## src/rtl/prime_round_ctrl_pkg.sv

```systemverilog
// Shared types and constants for the prime-guessing round controller.
// Imported by the controller and by its countdown timer.
package prime_round_ctrl_pkg;

    localparam int TIMER_W = 16;
    localparam int SCORE_W = 7;
    localparam logic [SCORE_W-1:0] SCORE_MAX = 7'd127;

    typedef enum logic [2:0] {
        IDLE,
        GEN,
        WAIT,
        PLAY,
        RESULT,
        OVER
    } state_t;

endpackage

```

## src/rtl/round_timer.sv

```systemverilog
// Loadable down-counter used as the PLAY-phase guess window.
// It stops at zero and raises a flag there.
module round_timer
    import prime_round_ctrl_pkg::*;
(
    input  logic               clk,
    input  logic               rst,
    input  logic               load,
    input  logic               dec,
    input  logic [TIMER_W-1:0] load_value,
    output logic               zero
);

    logic [TIMER_W-1:0] count;

    always_ff @(posedge clk) begin
        if (rst) begin
            count <= '0;
        end else if (load) begin
            count <= load_value;
        end else if (dec && (count != '0)) begin
            count <= count - TIMER_W'(1);
        end
    end

    assign zero = (count == '0);

endmodule

```

## src/rtl/prime_round_ctrl.sv

```systemverilog
// Round controller for the prime-guessing game. Each output is a flop.
// Flags are loaded from the next state, so they line up with the state they describe.
module prime_round_ctrl
    import prime_round_ctrl_pkg::*;
#(
    parameter int unsigned        GEN_LATENCY  = 4,
    parameter logic [TIMER_W-1:0] ROUND_CYCLES = 16'd50000,
    parameter int unsigned        LIVES        = 3
) (
    input  logic               clk,
    input  logic               rst,
    input  logic               start,
    input  logic               guess_valid,
    input  logic [SCORE_W-1:0] guess,
    input  logic [SCORE_W-1:0] gen_prime,
    output logic               gen_enable,
    output logic [SCORE_W-1:0] score,
    output logic [1:0]         lives,
    output logic [SCORE_W-1:0] target,
    output logic               round_active,
    output logic               hit,
    output logic               miss,
    output logic               game_over
);

    localparam logic [7:0] WAIT_LAST = 8'(GEN_LATENCY - 1);

    state_t     state, state_n;
    logic [7:0] wait_cnt;
    logic       timer_zero;
    logic       result_hit;
    logic       game_start;
    logic       round_end;
    logic       timer_load;

    always_ff @(posedge clk) begin
        if (rst) begin
            state <= IDLE;
        end else begin
            state <= state_n;
        end
    end

    always_comb begin
        state_n    = state;
        result_hit = 1'b0;
        case (state)
            IDLE, OVER: if (start) state_n = GEN;
            GEN:        state_n = WAIT;
            WAIT:       if (wait_cnt == WAIT_LAST) state_n = PLAY;
            PLAY: begin
                // A guess on the expiry cycle wins over the timeout.
                if (guess_valid) begin
                    state_n    = RESULT;
                    result_hit = (guess == target);
                end else if (timer_zero) begin
                    state_n = RESULT;
                end
            end
            RESULT:     state_n = (lives == 2'd0) ? OVER : GEN;
            default:    state_n = IDLE;
        endcase
    end

    assign game_start = ((state == IDLE) || (state == OVER)) && start;
    assign round_end  = (state == PLAY) && (state_n == RESULT);
    assign timer_load = (state == WAIT) && (state_n == PLAY);

    round_timer u_round_timer (
        .clk        (clk),
        .rst        (rst),
        .load       (timer_load),
        .dec        (state == PLAY),
        .load_value (ROUND_CYCLES - TIMER_W'(1)),
        .zero       (timer_zero)
    );

    always_ff @(posedge clk) begin
        if (rst) begin
            wait_cnt     <= 8'd0;
            gen_enable   <= 1'b0;
            round_active <= 1'b0;
            game_over    <= 1'b0;
            hit          <= 1'b0;
            miss         <= 1'b0;
            score        <= '0;
            lives        <= 2'd0;
            target       <= '0;
        end else begin
            wait_cnt     <= (state == WAIT) ? wait_cnt + 8'd1 : 8'd0;
            gen_enable   <= (state_n == GEN);
            round_active <= (state_n == PLAY);
            game_over    <= (state_n == OVER);
            hit          <= round_end && result_hit;
            miss         <= round_end && !result_hit;
            if (game_start) begin
                score  <= '0;
                lives  <= 2'(LIVES);
                target <= '0;
            end
            if (timer_load) begin
                target <= gen_prime;
            end
            if (round_end && result_hit && (score != SCORE_MAX)) begin
                score <= score + SCORE_W'(1);
            end
            if (round_end && !result_hit && (lives != 2'd0)) begin
                lives <= lives - 2'd1;
            end
        end
    end

endmodule
```

## config.mk

```make
export PLATFORM = sky130hd
export DESIGN_NAME = prime_round_ctrl
export DESIGN_NICKNAME = d
export VERILOG_FILES = /design/src/rtl/prime_round_ctrl_pkg.sv /design/src/rtl/round_timer.sv /design/src/rtl/prime_round_ctrl.sv
export SDC_FILE = /design/constraint.sdc
export NUM_CORES = 1
export LEC_CHECK = 0
export CAP_MARGIN = 0
export CORE_MARGIN = 1
export CORE_UTILIZATION = 30
export CTS_CLUSTER_SIZE = 40
export DETAILED_ROUTE_END_ITERATION = 8
export GPL_ROUTABILITY_DRIVEN = 0
export GPL_TIMING_DRIVEN = 0
export PLACE_DENSITY_LB_ADDON = 0.3
export SYNTH_ARGS = -nofsm -noshare
export SYNTH_HDL_FRONTEND = slang
export SYNTH_SLANG_ARGS = --single-unit
export TNS_END_PERCENT = 20
```

## constraint.sdc

```tcl
create_clock -name clk -period 3.4 [get_ports clk]
set_clock_uncertainty 0.05 [all_clocks]
set_input_delay 0.85 -clock clk [delete_from_list [all_inputs] [get_ports clk]]
set_output_delay 0.85 -clock clk [all_outputs]
set_load 0.02 [all_outputs]
```

==> impl_metrics.yaml <==
pwr:
  cellPowerDensity_nw_per_um2: 344.3
  vdd_ir_drop_max_mv: 0.1946
  leakage_uw: 0.0009808
timing:
  finalSetupTns_ns: 0
  final-setup-viol-count: 0
  max_freq_mhz: 414.7
  hold_viol_final: 0
  drv_slew: 0
  slew_headroom_pct: 32.94
  finalCritPeriodShare_pct: 70.93
  tightest_slew_ns: 0.9982
  period_minus_slack_ns: 2.412
  grt_setup_unrepaired: "false"
  worst_hold_slack_ns: 0.4332
global_route:
  grt_usage_pct: 13.38
  grt_start_max_net_pins: 14
  grt_pass1_vias: 1883
  antenna_found_initial: 0
  grt.overflow.total: 0
  grt_pass1_wl_mm: 8.804
cts:
  cts_sinks: 48
  htree_levels: 2
  max-clock-path-buffers: 2
  cts_hold_buf: 0
  cts_resized: 0
  root_buffer: "clkbuf_8"
  cts-buffers-inserted: 5
  clk_transition_reported_paths_ns: 0.09
  cts_setup_buffers: 0
  cts_tree: "yes"
  insertion_delay_ns: 0.30
logic_synthesis:
  synth_area_leaders: "dfxtp_1 41%, nor2_1 5.5%, xnor2_1 5.3%"
  synth_edf_count: 0
  yosysSeqAreaShare_pct: 41.25
  yosys_most_used_dff: "dfxtp_1"
  avgSynthCellArea_um2: 8.661
  synth_cell_types: 48
  synth_top_cell_by_area: "dfxtp_1"
  synthArstFlopShare_pct: 0
  syn_nets: 291
  synth_top_area_share_pct: 41.25
  syn-cell-area_um2: 2330
  synth_cells: 269
  ys_ff_latch: 48
  ys_warn_count: 0
floorplanning:
  coreArea_um2: 7370
  row_count: 31
  initial_utilization_pct: 31.61
  die_x_um: 90.13
  die_area_um2: 8123
  die_h_um: 90.13
  io_pins: 39
finish:
  layout_commonest_cell: "dfxtp_1"
  antenna_cells: 0
  drive_above_1_share_pct: 6.369
  syn_to_final_growth_pct: 24.97
  mostFrequentLayoutCells: "48 x dfxtp_1, 38 x clkdlybuf4s50_1, 34 x nor2_1"
  fin_cells: 413
  nets: 336
routing:
  antenna_left: 0
  vias: 1985
  wl_per_cell_um: 12.96
  drtIter0Drc: 111
  vias_per_cell: 4.806
  first_pass_iters: 4
  wirelength_mm: 5.353
  drc_errors: 0
job:
  drv_cap: 0
critical_path:
  crit_type: "input port to flip-flop"
  rr_worst_depth: 7
  cp_max_fo: 10
  cp-start-kind: "input port"
  worst_ep_required_time_ns: 3.58
  arrival_ns: 2.59
  endpoint_kind: "flip-flop"
hold_path:
  min_path_cells: 1
  hp-class: "flip-flop to flip-flop"
placement:
  portBuffers: 38
  dp_hpwl_mm: 3.882
  dp_cells: 406
run_status:
  outcome: "completed"
final cells by class:
class                      instances  area (µm²)
fill                             765        4458
multi-input combinational        200        1264
sequential                        48       960.9
timing repair buffer              38       380.4
tap                               99       123.9
clock buffer                       6       72.57
buffer                            12       71.32
inverter                           9       33.78
clock inverter                     1       5.005
synthesized netlist by cell type, drive strengths merged (3+ instances only):
cell type / number
dfxtp: 48
nor2: 34
nand3: 25
a21oi: 20
nand2: 17
xnor2: 14
nand3b: 12
xor2: 11
inv: 9
nor3: 8
a31oi: 6
clkbuf: 6
nor4: 6
and3: 5
buf: 5
nand2b: 5
ha: 4
or3: 4
nand4: 3
critical path, cell delays in order:
cell	delay [ns]
clkdlybuf4s50_1	0.42
xnor2_1	0.30
nand3_4	0.14
nor4_4	0.34
buf_2	0.27
nand3_1	0.10
a31oi_1	0.17
report_power, final:
| group | total (µW) | switching (µW) | internal (µW) |
|---|---|---|---|
| registers | 575 | 5.44 | 569 |
| logic | 102 | 54.0 | 47.6 |
| clock network | 326 | 186 | 140 |
| total | 1000 | 245 | 757 |
per-stage QoR:
step	power, µW	setup slack (ns)	util (%)	instance area, µm²
final	1002	0.9885	39.51	2912
after global placement	689.4	0.6407	38.46	2834
after floorplan	642.6	1.274	-	2330
after CTS	1015	0.9405	39.51	2912
after global routing	1041	0.8592	39.51	2912
after detailed placement	689.7	0.6316	38.46	2834
final timing paths:
path	startpoint	endpoint	slack [ns]
hold reg to reg	wait_cnt[0]	wait_cnt[0]	0.43
hold / removal	wait_cnt[0]	wait_cnt[0]	0.43
setup / recovery	guess[0]	score[3]	0.99
setup reg to reg	score[0]	score[3]	1.31
per-layer routing:
layer	up-vias	wire length (µm)	track usage (%)
met1	901	2627	17.47
li1	1036	-	-
met4	0	99	5.511
met3	7	204	2.453
met2	41	2422	21.63
met5	-	0	0
registers in the layout, summed over array words and instances, names as in the netlist, 2 cells and up:
signal,count
u_round_timer.count,16
target,7
state,3
lives,2
score,7
wait_cnt,8
logic make-up (layout without fill, tap and decap cells):
group	count (synthesis)	in the layout	share of synthesized area, %
buffers and inverters	21	66	4.511
XOR/XNOR	25	25	9.398
multiplexers	3	3	1.343
AND/OR/NAND/NOR	131	131	31.15
AO/OA/AOI/OAI	37	37	10.20
flip-flops	48	48	41.25
adder cells (fa/ha/maj)	4	4	2.148
Note: power is estimated with default switching activity, not from simulation.
